==> config.mk <==
export PLATFORM = sky130hd
export DESIGN_NAME = timer_count_compare_flat
export DESIGN_NICKNAME = d
export VERILOG_FILES = /design/src/rtl/timer_bus_if.sv /design/src/rtl/timer_count_compare.sv /design/src/flat_wrapper.sv
export SDC_FILE = /design/constraint.sdc
export NUM_CORES = 1
export LEC_CHECK = 0
export BUFFER_PORTS_ARGS = -buffer_cell sky130_fd_sc_hd__buf_2
export CAP_MARGIN = 25
export CELL_PAD_IN_SITES_DETAIL_PLACEMENT = 2
export CELL_PAD_IN_SITES_GLOBAL_PLACEMENT = 2
export CORE_MARGIN = 2
export CORE_UTILIZATION = 28
export CTS_CLUSTER_DIAMETER = 150
export CTS_CLUSTER_SIZE = 16
export DETAILED_ROUTE_END_ITERATION = 8
export GPL_TIMING_DRIVEN = 0
export PLACE_DENSITY = 0.83
export SLEW_MARGIN = 10
export SYNTH_ARGS = -nofsm -noshare
export SYNTH_HDL_FRONTEND = slang
export SYNTH_SLANG_ARGS = --single-unit
==> constraint.sdc <==
create_clock -name clk -period 2.4 [get_ports clk]
set_clock_uncertainty 0.2 [all_clocks]
set_input_delay 0.24 -clock clk [delete_from_list [all_inputs] [get_ports clk]]
set_output_delay 0.24 -clock clk [all_outputs]
set_load 0.05 [all_outputs]
==> src/rtl/timer_bus_if.sv <==
// Peripheral bus bundle shared by the MIPS timer block: chip select, strobes,
// register offset, write data and registered read data.
interface timer_bus_if;
  logic        CS_N;
  logic        WR_N;
  logic        RD_N;
  logic [11:0] Addr;
  logic [31:0] DataIn;
  logic [31:0] DataOut;

  modport master (
    output CS_N, WR_N, RD_N, Addr, DataIn,
    input  DataOut
  );

  modport slave (
    input  CS_N, WR_N, RD_N, Addr, DataIn,
    output DataOut
  );
endinterface

==> src/rtl/timer_count_compare.sv <==
// Prescaled 32-bit count/compare timer with periodic and one-shot modes.
// Optional input capture is built only when TIMER_CAPTURE_EN is defined.
//
// state   | meaning
// STOPPED | counter frozen, prescaler held at 0
// RUNNING | prescaler ticking, COUNT advancing on each tick
// EXPIRED | one-shot match reached; COUNT held, CTRL.EN cleared
module timer_count_compare (
  input  logic        clk,
  input  logic        reset,
  timer_bus_if.slave  bus,
  input  logic [31:0] CompareR,
  input  logic        cap_in,
  output logic        IRQ
);

  typedef enum logic [1:0] {
    STOPPED = 2'd0,
    RUNNING = 2'd1,
    EXPIRED = 2'd2
  } state_t;

  state_t      state_q, state_d;
  logic [31:0] count_q, count_d;
  logic [7:0]  presc_cnt_q, presc_cnt_d;
  logic        ctrl_en_q, ctrl_periodic_q, ctrl_ie_q;
  logic [7:0]  ctrl_presc_q;
  logic        match_q;
  logic        match_set;
  logic        cap_flag_q;
  logic [31:0] capture_q;
  logic [31:0] rd_data;

  logic wr_en, rd_en;
  logic wr_count, wr_ctrl, wr_status;
  logic tick;
  logic expire;

  assign wr_en     = ~bus.CS_N & ~bus.WR_N;
  assign rd_en     = ~bus.CS_N & ~bus.RD_N;
  assign wr_count  = wr_en && (bus.Addr == 12'h004);
  assign wr_ctrl   = wr_en && (bus.Addr == 12'h008);
  assign wr_status = wr_en && (bus.Addr == 12'h00C);

  assign tick   = (state_q == RUNNING) && (presc_cnt_q == ctrl_presc_q);
  assign expire = tick && (count_q == CompareR) && !ctrl_periodic_q;

  always_ff @(posedge clk) begin
    if (reset) begin
      state_q     <= STOPPED;
      count_q     <= '0;
      presc_cnt_q <= '0;
    end else begin
      state_q     <= state_d;
      count_q     <= count_d;
      presc_cnt_q <= presc_cnt_d;
    end
  end

  always_comb begin
    state_d     = state_q;
    count_d     = count_q;
    presc_cnt_d = presc_cnt_q;
    match_set   = 1'b0;

    if (tick) begin
      presc_cnt_d = '0;
      if (count_q == CompareR) begin
        match_set = 1'b1;
        if (ctrl_periodic_q) count_d = '0;
        else                 state_d = EXPIRED;
      end else begin
        count_d = count_q + 32'd1;
      end
    end else if (state_q == RUNNING) begin
      presc_cnt_d = presc_cnt_q + 8'd1;
    end

    // A CTRL write overrides a same-cycle one-shot expiry.
    case (state_q)
      STOPPED: if (wr_ctrl && bus.DataIn[0]) state_d = RUNNING;
      RUNNING: if (wr_ctrl) state_d = bus.DataIn[0] ? RUNNING : STOPPED;
      EXPIRED: begin
        if (wr_ctrl) begin
          state_d = bus.DataIn[0] ? RUNNING : STOPPED;
          if (bus.DataIn[0]) count_d = '0;
        end
      end
      default: state_d = STOPPED;
    endcase

    if (wr_count) begin
      count_d     = bus.DataIn;
      presc_cnt_d = '0;
    end
    if (wr_ctrl && (bus.DataIn[15:8] != ctrl_presc_q)) presc_cnt_d = '0;
    if (state_d != RUNNING) presc_cnt_d = '0;
  end

  always_ff @(posedge clk) begin
    if (reset) begin
      ctrl_en_q       <= 1'b0;
      ctrl_periodic_q <= 1'b0;
      ctrl_ie_q       <= 1'b0;
      ctrl_presc_q    <= '0;
      match_q         <= 1'b0;
    end else begin
      if (wr_ctrl) begin
        ctrl_en_q       <= bus.DataIn[0];
        ctrl_periodic_q <= bus.DataIn[1];
        ctrl_ie_q       <= bus.DataIn[2];
        ctrl_presc_q    <= bus.DataIn[15:8];
      end else if (expire) begin
        ctrl_en_q <= 1'b0;
      end
      // A new match beats a same-cycle write-1-to-clear.
      match_q <= match_set | (match_q & ~(wr_status & bus.DataIn[0]));
    end
  end

`ifdef TIMER_CAPTURE_EN
  logic cap_sync1_q, cap_sync2_q, cap_dly_q;
  logic cap_rise;

  assign cap_rise = cap_sync2_q & ~cap_dly_q;

  always_ff @(posedge clk) begin
    if (reset) begin
      cap_sync1_q <= 1'b0;
      cap_sync2_q <= 1'b0;
      cap_dly_q   <= 1'b0;
      capture_q   <= '0;
      cap_flag_q  <= 1'b0;
    end else begin
      cap_sync1_q <= cap_in;
      cap_sync2_q <= cap_sync1_q;
      cap_dly_q   <= cap_sync2_q;
      if (cap_rise) capture_q <= count_q;
      cap_flag_q <= cap_rise | (cap_flag_q & ~(wr_status & bus.DataIn[1]));
    end
  end

  assign IRQ = (match_q | cap_flag_q) & ctrl_ie_q;
`else
  logic unused_cap_in;
  assign unused_cap_in = cap_in;
  assign capture_q     = '0;
  assign cap_flag_q    = 1'b0;
  assign IRQ           = match_q & ctrl_ie_q;
`endif

  always_comb begin
    rd_data = '0;
    case (bus.Addr)
      12'h000: rd_data = CompareR;
      12'h004: rd_data = count_q;
      12'h008: rd_data = {16'h0000, ctrl_presc_q, 5'b00000,
                          ctrl_ie_q, ctrl_periodic_q, ctrl_en_q};
      12'h00C: rd_data = {30'd0, cap_flag_q, match_q};
      12'h010: rd_data = capture_q;
      default: rd_data = '0;
    endcase
  end

  always_ff @(posedge clk) begin
    if (reset)      bus.DataOut <= '0;
    else if (rd_en) bus.DataOut <= rd_data;
  end

endmodule

==> src/flat_wrapper.sv <==
// flat-port wrapper written by rule: the top's interface ports become plain ports
module timer_count_compare_flat 
  (clk, reset, CompareR, cap_in, IRQ, bus_CS_N, bus_WR_N, bus_RD_N, bus_Addr, bus_DataIn, bus_DataOut);
  timer_bus_if bus_i ();
  input  logic clk;
  input  logic reset;
  input  logic [31:0] CompareR;
  input  logic cap_in;
  output logic IRQ;
  input wire logic [$bits(bus_i.CS_N)-1:0] bus_CS_N;
  input wire logic [$bits(bus_i.WR_N)-1:0] bus_WR_N;
  input wire logic [$bits(bus_i.RD_N)-1:0] bus_RD_N;
  input wire logic [$bits(bus_i.Addr)-1:0] bus_Addr;
  input wire logic [$bits(bus_i.DataIn)-1:0] bus_DataIn;
  output wire logic [$bits(bus_i.DataOut)-1:0] bus_DataOut;
  assign bus_i.CS_N = bus_CS_N;
  assign bus_i.WR_N = bus_WR_N;
  assign bus_i.RD_N = bus_RD_N;
  assign bus_i.Addr = bus_Addr;
  assign bus_i.DataIn = bus_DataIn;
  assign bus_DataOut = bus_i.DataOut;
  timer_count_compare u_core (.clk(clk), .reset(reset), .bus(bus_i), .CompareR(CompareR), .cap_in(cap_in), .IRQ(IRQ));
endmodule
==> metrics <==
clock buffer depth 2; syn nets around 720; unrepaired setup endpoints after global routing true; GRT Total Usage between 20% and 30%; count of flip-flops with a built-in enable after synthesis 0; Clock Latency Late Sink about 380 ps; die width approximately 140 um; Crit. End Element flop; max-slew violations 0; Yosys warnings 0; Avg WL per Cell ~32 um; antenna violations before repair 0; commonest non-fill, non-tap cell in the layout buf_2; Tmin final between 2000 and 3000 ps; Internal between 2 and 3 mW; pin count of the biggest net entering global routing 14; part of the power in registers between 40 and 50%; clock root buffer master clkbuf_16; worst setup margin -521 ps; dpl cells slightly below 1000; critical path arrival roughly 3000 ps; P&R area growth vs syn 59.0%; smallest hold slack around 3.8 ps; fin nets roughly 900; Distinct cells, synth 54; dpl hpwl ~16000 um; Remaining Overflow, GRT 0; Critical Path Start Type flop; Gate power share roughly 15%; Syn Inst Count between 600 and 700; worst rel slew slack about a third; Max Fclk about 0.34 GHz; Seq/Total Area, Yosys between 30 and 40%; RePlAce Congestion between 0.8 and 0.9; WS Path Type reg2reg; max-cap violations 0; vias in the first global route 6561; ant diodes 0; Tightest Pin Transition about 990 ps; Worst Path Max Fanout 9; vias between 6000 and 7000; Worst-path clk slew roughly 80 ps; HP Class in2reg; die area roughly 19000 sq um; number of vias per cell 6.30; I/O pins about 120; clock buffer count from CTS 9; drt drc 0; core box area between 15000 and 20000 sq um; Std-Cell Rows around 50; ys async rst share 0%; first-pass GRT wire length just over 40000 um; Mean Syn Cell Area roughly 8.0 sq um; status finished, violations left; sw frac about 30%; drt initial violations slightly below 600; static leakage between 3 and 4 nW; Synth Flop Type dfxtp_1; dpl ws -1250 ps; crit share post-route 122%; Buffers on Ports about 110; CP Data Required Time ~2500 ps; drt first pass iters 7; post-route ant nets 0; CTS HTree Levels 3; VDD IR max approximately 0.37 mV; final WL 34100 um; layout cells sized above 1 44.7%; #FFs+latches synth 86; Starting Density 28.5%; failing checks setup timing; Pwr Density 452 nW/um^2; Hold Vio Cnt, Final 0; clock share of power between 40% and 50%; commonest non-fill, non-tap cells in the layout buf_2 (111), nand2_1 (85), buf_4 (49), nand3_1 (42), dfxtp_1 (42); clock sink count 86; die height 139 um; Psw 1.10 mW; Layout Cells excl Fill roughly 1100; Post-Synthesis Cell Area ~5000 sq um; setup violators final 44; CTS tree built
[cell families after synthesis]
kind of cell,count (synthesis),share of synthesized area (%)
AND/OR/NAND/NOR,287,28.8
buffers and inverters,50,3.78
adder cells (fa/ha/maj),6,1.47
flip-flops,86,33.8
XOR/XNOR,56,9.62
AO/OA/AOI/OAI,115,15.1
multiplexers,34,7.44
[registers in the layout, indices dropped and copies added, names as in the netlist]
register and count:
u_core.bus.DataOut 32, u_core.ctrl_periodic_q 1, u_core.count_q 32, u_core.match_q 1, u_core.presc_cnt_q 8, u_core.ctrl_ie_q 1, u_core.state_q 2, u_core.ctrl_presc_q 8
u_core.ctrl_en_q 1
[layer usage]
| metal | up-vias | share of wire (%) | track usage (%) |
|---|---|---|---|
| met4 | 0 | 7.1 | 11.6 |
| met1 | 3377 | 37 | 34.5 |
| li1 | 2699 | - | - |
| met3 | 184 | 7.7 | 5.66 |
| met2 | 489 | 48 | 46.2 |
| met5 | - | 0 | 0 |
[path summary, 6_finish.rpt]
path / start / end / slack, ps / cells after the start
worst max-delay path: u_core.presc_cnt_q[0] / u_core.count_q[24] / -520 / 10
worst min-delay path: bus_DataIn[10] / u_core.ctrl_presc_q[2] / 4 / 3
worst max register to register: u_core.presc_cnt_q[0] / u_core.count_q[24] / -520 / 10
worst min register to register: u_core.bus.DataOut[14] / u_core.bus.DataOut[14] / 260 / 2
[critical path, stage by stage (launching register included)]
cell and delay [ps]:
dfxtp_4 360, xor2_1 180, nor4_2 380, nand4_1 180, buf_6 180, buf_4 130
a21oi_4 250, buf_6 150, nand2_4 100, o31ai_1 450, a211o_1 270
[power groups by stage]
stage	clock [mW]	sequential, mW	combinational, mW
detailed placement	0	1.50	0.368
global placement	0	1.50	0.362
floorplan	0	1.49	0.189
finish	1.63	1.50	0.534
CTS	1.57	1.50	0.408
global route	1.66	1.50	0.546
[Yosys cell counts, drive strengths merged, types with 4 or more instances]
library cell	number	area, sq um
a21oi	28	140
a22oi	27	203
a31oi	4	25.0
and2	4	25.0
and3	14	87.6
and4	8	70.1
buf	5	23.8
clkbuf	39	146
dfxtp	86	1720
ha	6	75.1
inv	6	22.5
mux2	21	236
mux2i	12	120
nand2	89	334
nand3	52	265
nand4	18	113
nor2	43	179
nor3	11	55.1
nor4	16	115
o211ai	12	90.1
o21ai	20	100
or3	13	81.3
or4	7	56.3
xor2	53	464
[final cells by class]
class                   count  area, sq um
multi-input cells         498         4010
repair buffers            207         1480
flip-flops and latches     86         1820
fillers                  1920         9800
plain buffers              31          175
clock inverters             5         75.1
well taps                 229          287
inverters                   6         22.5
clock buffers              10          229
[timing repair]
action                                 in CTS  in global routing
buffers inserted                           28                 36
pin swaps                                  34                 54
hold buffers                               30                  0
resized for setup                         122                134
endpoints found under the hold margin      30                  0
setup endpoints to repair                  64                 71
cloned                                      0                  2
[stage by stage]
stage               TNS (ps)  cell area (sq um)  utilization [%]  power, mW
floorplan              -1200               5100                -       1.68
CTS                    -1750               7140             39.9       3.47
global route          -15670               8100             45.3       3.71
finish                -12200               8100             45.3       3.66
global placement      -48840               5950             33.2       1.86
detailed placement    -53570               5950             33.2       1.87
No activity file was read; power rests on OpenSTA's default activity.
